File: config.mk
export PLATFORM = sky130hd
export DESIGN_NAME = riscv_hpc_ctrl
export DESIGN_NICKNAME = d
export VERILOG_FILES = /design/src/rtl/riscv_hpc_pkg.sv /design/src/rtl/riscv_hpc_snapshot.sv /design/src/rtl/riscv_hpc_ctrl.sv
export SDC_FILE = /design/constraint.sdc
export NUM_CORES = 1
export LEC_CHECK = 0
export ABC_AREA = 1
export CORE_MARGIN = 2
export CORE_UTILIZATION = 55
export CTS_CLUSTER_DIAMETER = 30
export DETAILED_ROUTE_END_ITERATION = 10
export PLACE_DENSITY = 0.85
export SLEW_MARGIN = 30
export SYNTH_ARGS = -nofsm -noshare
export SYNTH_HDL_FRONTEND = slang
export SYNTH_SLANG_ARGS = --single-unit
export TNS_END_PERCENT = 20
File: constraint.sdc
create_clock -name clk -period 22.3 [get_ports clk]
set_clock_uncertainty 0.2 [all_clocks]
set_input_delay 4.46 -clock clk [delete_from_list [all_inputs] [get_ports clk]]
set_output_delay 4.46 -clock clk [all_outputs]
set_load 0.05 [all_outputs]
File: src/rtl/riscv_hpc_pkg.sv
// Shared definitions for the HPC command controller: opcodes, counter
// indices, FSM state type and default bank geometry.
package riscv_hpc_pkg;

  // Default bank geometry
  localparam int DEF_NUM_CNT = 6;
  localparam int DEF_CNT_W   = 32;

  // Command opcodes; 5..7 are rejected with an error response
  localparam logic [2:0] OP_READ_LIVE = 3'd0;
  localparam logic [2:0] OP_READ_SNAP = 3'd1;
  localparam logic [2:0] OP_SNAPSHOT  = 3'd2;
  localparam logic [2:0] OP_CLEAR     = 3'd3;
  localparam logic [2:0] OP_SET_EN    = 3'd4;

  // Counter index per instruction type
  localparam logic [2:0] IDX_R = 3'd0;
  localparam logic [2:0] IDX_I = 3'd1;
  localparam logic [2:0] IDX_S = 3'd2;
  localparam logic [2:0] IDX_B = 3'd3;
  localparam logic [2:0] IDX_U = 3'd4;
  localparam logic [2:0] IDX_J = 3'd5;

  // Controller FSM: accept in IDLE, act in EXEC, hold response in RESP
  typedef enum logic [1:0] {
    ST_IDLE = 2'd0,
    ST_EXEC = 2'd1,
    ST_RESP = 2'd2
  } state_e;

endpackage

File: src/rtl/riscv_hpc_snapshot.sv
// Snapshot register file: captures every counter value on a single strobe
// and serves one entry by index. Out-of-range indices read as zero.
module riscv_hpc_snapshot
  import riscv_hpc_pkg::*;
#(
  parameter int NUM_CNT = DEF_NUM_CNT,
  parameter int CNT_W   = DEF_CNT_W
) (
  input  logic                     clk,
  input  logic                     rst_i,
  input  logic                     cap_i,
  input  logic [NUM_CNT*CNT_W-1:0] vals_i,
  input  logic [2:0]               rd_idx_i,
  output logic [CNT_W-1:0]         rd_data_o,
  output logic                     valid_o
);

  logic [CNT_W-1:0] snap_q [NUM_CNT];
  logic             valid_q;

  // Capture all counters together so the snapshot is coherent
  always_ff @(posedge clk) begin
    if (rst_i) begin
      for (int k = 0; k < NUM_CNT; k++) snap_q[k] <= '0;
      valid_q <= 1'b0;
    end else if (cap_i) begin
      for (int k = 0; k < NUM_CNT; k++) snap_q[k] <= vals_i[k*CNT_W +: CNT_W];
      valid_q <= 1'b1;
    end
  end

  // Read mux; indices beyond the bank fall through to zero
  always_comb begin
    rd_data_o = '0;
    for (int k = 0; k < NUM_CNT; k++) begin
      if (rd_idx_i == 3'(k)) rd_data_o = snap_q[k];
    end
  end

  assign valid_o = valid_q;

endmodule

File: src/rtl/riscv_hpc_ctrl.sv
// HPC command controller. One command at a time: latched in IDLE, executed
// in EXEC, response held in RESP until consumed.
// Handshake: a transfer happens on a rising edge where valid and ready are
// both high; valid must not depend on ready, and the sender holds its payload
// stable while valid is high and ready is low.
module riscv_hpc_ctrl
  import riscv_hpc_pkg::*;
#(
  parameter int                 NUM_CNT  = DEF_NUM_CNT,
  parameter int                 CNT_W    = DEF_CNT_W,
  parameter logic [NUM_CNT-1:0] RESET_EN = '1
) (
  input  logic                     clk,
  input  logic                     rst_i,
  input  logic                     cmd_valid_i,
  output logic                     cmd_ready_o,
  input  logic [2:0]               cmd_op_i,
  input  logic [2:0]               cmd_idx_i,
  input  logic [CNT_W-1:0]         cmd_wdata_i,
  output logic                     rsp_valid_o,
  input  logic                     rsp_ready_i,
  output logic [CNT_W-1:0]         rsp_data_o,
  output logic                     rsp_err_o,
  input  logic [NUM_CNT*CNT_W-1:0] cnt_vals_i,
  output logic [NUM_CNT-1:0]       cnt_en_o,
  output logic [NUM_CNT-1:0]       cnt_clr_o,
  output logic                     snap_valid_o
);

  state_e             state_q, state_d;
  logic [2:0]         op_q, idx_q;
  logic [NUM_CNT-1:0] mask_q;
  logic [NUM_CNT-1:0] en_q;
  logic [CNT_W-1:0]   rsp_data_q;
  logic               rsp_err_q;

  logic               in_exec;
  logic               accept;
  logic               idx_ok;
  logic [CNT_W-1:0]   live_sel;
  logic [CNT_W-1:0]   snap_sel;
  logic               snap_valid;
  logic               snap_cap;
  logic [CNT_W-1:0]   exec_data;
  logic               exec_err;

  // Upper operand bits carry no meaning for a bank this size
  logic unused_wdata;
  assign unused_wdata = ^cmd_wdata_i[CNT_W-1:NUM_CNT];

  assign in_exec = (state_q == ST_EXEC);
  assign accept  = cmd_valid_i && cmd_ready_o;
  assign idx_ok  = ({1'b0, idx_q} < 4'(NUM_CNT));

  // FSM state register
  always_ff @(posedge clk) begin
    if (rst_i) state_q <= ST_IDLE;
    else       state_q <= state_d;
  end

  // FSM next-state logic
  always_comb begin
    state_d = state_q;
    case (state_q)
      ST_IDLE: if (accept) state_d = ST_EXEC;
      ST_EXEC: state_d = ST_RESP;
      ST_RESP: if (rsp_ready_i) state_d = ST_IDLE;
      default: state_d = ST_IDLE;
    endcase
  end

  // FSM outputs; the clear strobe exists only in a non-reset EXEC cycle
  always_comb begin
    cmd_ready_o = (state_q == ST_IDLE);
    rsp_valid_o = (state_q == ST_RESP);
    cnt_clr_o   = '0;
    if (in_exec && (op_q == OP_CLEAR) && !rst_i) cnt_clr_o = mask_q;
  end

  // Latch the command on acceptance; held untouched until the next one
  always_ff @(posedge clk) begin
    if (rst_i) begin
      op_q   <= '0;
      idx_q  <= '0;
      mask_q <= '0;
    end else if (accept) begin
      op_q   <= cmd_op_i;
      idx_q  <= cmd_idx_i;
      mask_q <= cmd_wdata_i[NUM_CNT-1:0];
    end
  end

  // Live counter select; out-of-range indices are caught by idx_ok
  always_comb begin
    live_sel = '0;
    for (int k = 0; k < NUM_CNT; k++) begin
      if (idx_q == 3'(k)) live_sel = cnt_vals_i[k*CNT_W +: CNT_W];
    end
  end

  riscv_hpc_snapshot #(
    .NUM_CNT (NUM_CNT),
    .CNT_W   (CNT_W)
  ) u_snapshot (
    .clk       (clk),
    .rst_i     (rst_i),
    .cap_i     (snap_cap),
    .vals_i    (cnt_vals_i),
    .rd_idx_i  (idx_q),
    .rd_data_o (snap_sel),
    .valid_o   (snap_valid)
  );

  // Per-opcode result and side-effect decode for the EXEC cycle
  always_comb begin
    exec_data = '0;
    exec_err  = 1'b0;
    snap_cap  = 1'b0;
    case (op_q)
      OP_READ_LIVE: begin
        if (idx_ok) exec_data = live_sel;
        else        exec_err  = 1'b1;
      end
      OP_READ_SNAP: begin
        if (idx_ok && snap_valid) exec_data = snap_sel;
        else                      exec_err  = 1'b1;
      end
      OP_SNAPSHOT: snap_cap  = in_exec && !rst_i;
      OP_CLEAR:    exec_data = CNT_W'(mask_q);
      OP_SET_EN:   exec_data = CNT_W'(en_q);
      default:     exec_err  = 1'b1;
    endcase
  end

  // Count-enable register, rewritten at the end of a SET_EN EXEC cycle
  always_ff @(posedge clk) begin
    if (rst_i)                               en_q <= RESET_EN;
    else if (in_exec && (op_q == OP_SET_EN)) en_q <= mask_q;
  end

  // Response register; loaded in EXEC and frozen through RESP
  always_ff @(posedge clk) begin
    if (rst_i) begin
      rsp_data_q <= '0;
      rsp_err_q  <= 1'b0;
    end else if (in_exec) begin
      rsp_data_q <= exec_data;
      rsp_err_q  <= exec_err;
    end
  end

  assign rsp_data_o   = rsp_data_q;
  assign rsp_err_o    = rsp_err_q;
  assign cnt_en_o     = en_q;
  assign snap_valid_o = snap_valid;

endmodule

==> impl_metrics.toml <==
[yosys]
synth_compound_area_share_pct = 8.42
synthSimpleGateAreaFrac_pct = 26.9
netlist_instances = 1651
synthFlopType = "edfxtp_1"
synthXorXnorAreaFrac_pct = 0
synth_adder_area_share_pct = 0
synth_top_family_by_area = "simple AND/OR/NAND/NOR gates"
synth.area.mux_share_pct = 0
ys_ff_latch = 246
yosysWarningCount = 0
mappedNetlistNets = 1885
yosysSeqAreaShare_pct = 53.7
synth_area_sq_mm = 0.0127
synthArstFlopShare_pct = 0
synth_area_per_cell_sq_um = 7.72
yosys.cell_types.count = 26
synth_edf_count = 192

[sta]
setup_tns_ns = 0
max_freq_mhz = 86.6
hold_viol = 0
fin_crit_sh_pct = 51.8
rsz0062_at_grt = "no"
slew_violations = 0
setup_violations = 0
tightest_slew_ns = 0.968
slew_headroom_pct = 35.4
period_minus_slack_ns = 11.55

[finish]
area_growth_pct = 34.7
nFillCells = 1588
final_area_sq_mm = 0.0172
drive_gt1_share_pct = 6.45
nNetsFinal = 2115

[clock_network]
clk_latency_ns = 0.53
post_cts_resized = 0
cts_sinks = 246
cts_hold_buf = 0
cts_tree = "yes"
htreeDepth = 2
cts.path.max_buffers = 3
cts_setup_buffers = 0
clock-root-buffer = "clkbuf_16"
numCtsBuffers = 49
clk_pin_slew_ns = 0.04

[route]
routed_wl_mm = 37.5
drtAntennaViolNets = 0
remaining_drc_errors = 0
topRoutingLayerUsed = "met4"
wl_met3_mm = 3.53
wl_per_cell_microns = 17.0
vias = 11900
met1_length_mm = 14.3
dr.pass1.iters = 6
viasPerCell = 5.38
wl_met2_mm = 18.0
drt_iter0_drc = 1031

[power_and_ir_drop]
peakVddDrop_uv = 53.2
switching_share_pct = 24.4
p_switching_mw = 0.365
total_power_mw = 1.50
p_comb_share_pct = 12.9
seqPwrFrac_pct = 35.1
leakage_nw = 7.83
pwr_density_cell_mw_per_mm2 = 87.2
p_int_mw = 1.13
clkPwrFrac_pct = 52.0

[critical_path]
cp-start-kind = "input port"
required_ns = 17.64
crit_start = "rst_i"
path_class = "in -> out"
reg2reg_from = "idx_q[1]$_SDFFE_PP0P_"
path_max_fanout = 36
arrival_ns = 6.89
end_kind = "output port"

[floorplanning]
die_area_sq_mm = 0.0244
die_h_microns = 156
design.core.area_sq_mm = 0.0227
die_x_microns = 156
start_util_pct = 56.1
placementRows = 55
io_pins = 282

[global_route]
antenna_found_initial = 4
grt_max_degree = 103
grt_pass1_wl_mm = 58.4
overflow = 0
grt_pass1_vias = 11900
grt_usage_pct = 30.5

[place]
io_buffers = 255
placed_area_sq_mm = 0.0154
dp_hpwl_mm = 22.7
routabilityCongestion = 0.848

[worst_hold_path]
hp-class = "reg -> reg"
min-delay-start = "rsp_data_o[11]$_SDFFE_PP0N_"

[status]
status = "completed"

[job]
maxCapViolCount = 0
==> state kept, by name, summed over array words and instances, names as in the netlist <==
signal / cells
u_snapshot.snap_q: 192
rsp_data_o: 32
cnt_en_o: 6
mask_q: 6
idx_q: 3
op_q: 3
state_q: 2
rsp_err_o: 1
u_snapshot.valid_o: 1
==> cell usage in the layout (no fill, tap or decap), types with 2 or more instances in the layout <==
cell type | netlist | routed
nand2_1 | 404 | 403
nor2_1 | 374 | 373
clkdlybuf4s50_1 | 0 | 254
inv_1 | 250 | 250
edfxtp_1 | 192 | 192
a21oi_1 | 127 | 127
nand3_1 | 63 | 61
dfxtp_1 | 54 | 53
clkbuf_16 | 0 | 51
o22ai_1 | 25 | 25
o21ai_0 | 19 | 19
nand4_1 | 15 | 15
a21oi_2 | 14 | 14
buf_4 | 3 | 12
bufinv_16 | 0 | 10
clkinv_1 | 1 | 9
clkbuf_1 | 47 | 7
o211ai_1 | 6 | 6
clkinv_2 | 0 | 6
diode_2 | 0 | 4
nor3_4 | 4 | 4
clkbuf_8 | 0 | 4
or2_2 | 3 | 3
clkinvlp_4 | 0 | 3
o21ai_1 | 2 | 2
inv_2 | 2 | 2
nand3_2 | 1 | 2
inv_6 | 0 | 2
buf_12 | 0 | 2
buf_6 | 6 | 2
==> synthesized netlist by cell type (4+ instances only) <==
master	number	area share (%)
inv_1	250	7.4
o21ai_0	19	0.75
clkbuf_1	47	1.4
buf_1	5	0.15
buf_2	31	1.2
nor2_1	374	11
o211ai_1	6	0.35
a21oi_2	14	0.96
a21oi_1	127	5.0
buf_6	6	0.53
dfxtp_1	54	8.5
o22ai_1	25	1.2
nand3_1	63	2.5
edfxtp_1	192	45
nor3_4	4	0.51
nand2_1	404	12
nand4_1	15	0.74
==> stage by stage <==
step / setup WS, ns / instances / hold WS, ns / utilization, %
floorplan: 11.96 / 1651 / 0.246 / -
global placement: 10.78 / 2113 / 0.252 / 67.6
detailed placement: 10.77 / 2115 / 0.258 / 67.8
CTS: 10.77 / 2207 / 0.265 / 75.5
global route: 10.60 / 2209 / 0.285 / 75.6
finish: 10.75 / 2211 / 0.263 / 75.6
==> worst paths after layout <==
path / slack, ns / depth (start not counted) / end
setup reg to reg: 19.06 / 12 / rsp_data_o[1]$_SDFFE_PP0N_
hold reg to reg: 0.26 / 2 / rsp_data_o[11]$_SDFFE_PP0N_
hold / removal: 0.26 / 2 / rsp_data_o[11]$_SDFFE_PP0N_
setup / recovery: 10.75 / 5 / cnt_clr_o[1]
==> power by group through the flow <==
stage	Sequential (mW)	Combinational [mW]	Clock (mW)
after floorplan	0.544	0.101	0
after global placement	0.532	0.185	0
after detailed placement	0.533	0.188	0
after CTS	0.525	0.191	0.781
after global routing	0.527	0.210	0.801
final	0.526	0.193	0.779
==> worst max-delay path, cell delays in order <==
cell             delay [ns]
buf_2                  0.66
inv_1                  0.59
nand2_1                0.37
nor2_1                 0.08
clkdlybuf4s50_1        0.71
==> cell families after synthesis <==
kind of cell           Yosys count
DFF                            246
AOI/OAI and AO/OA              194
buffers and inverters          346
and+or+nand+nor                865
==> final cells by class <==
class                           instances  area, sq um  area share, %
Antenna cell                            4         10.0         0.0583
Clock buffer                           62         1360           7.91
Clock inverter                         30          409           2.38
Inverter                              254          956           5.57
Multi-Input combinational cell       1059         4530           26.4
Sequential cell                       246         6850           39.9
Tap cell                              285          357           2.08
Timing Repair Buffer                  271         2700           15.7
==> per-layer routing <==
metal	up-vias	GRT usage (%)
li1	5666	-
met1	5428	37.6
met2	671	52.0
met3	129	5.40
met4	0	15.2
met5	-	0
No activity file was read; power rests on OpenSTA's default activity.
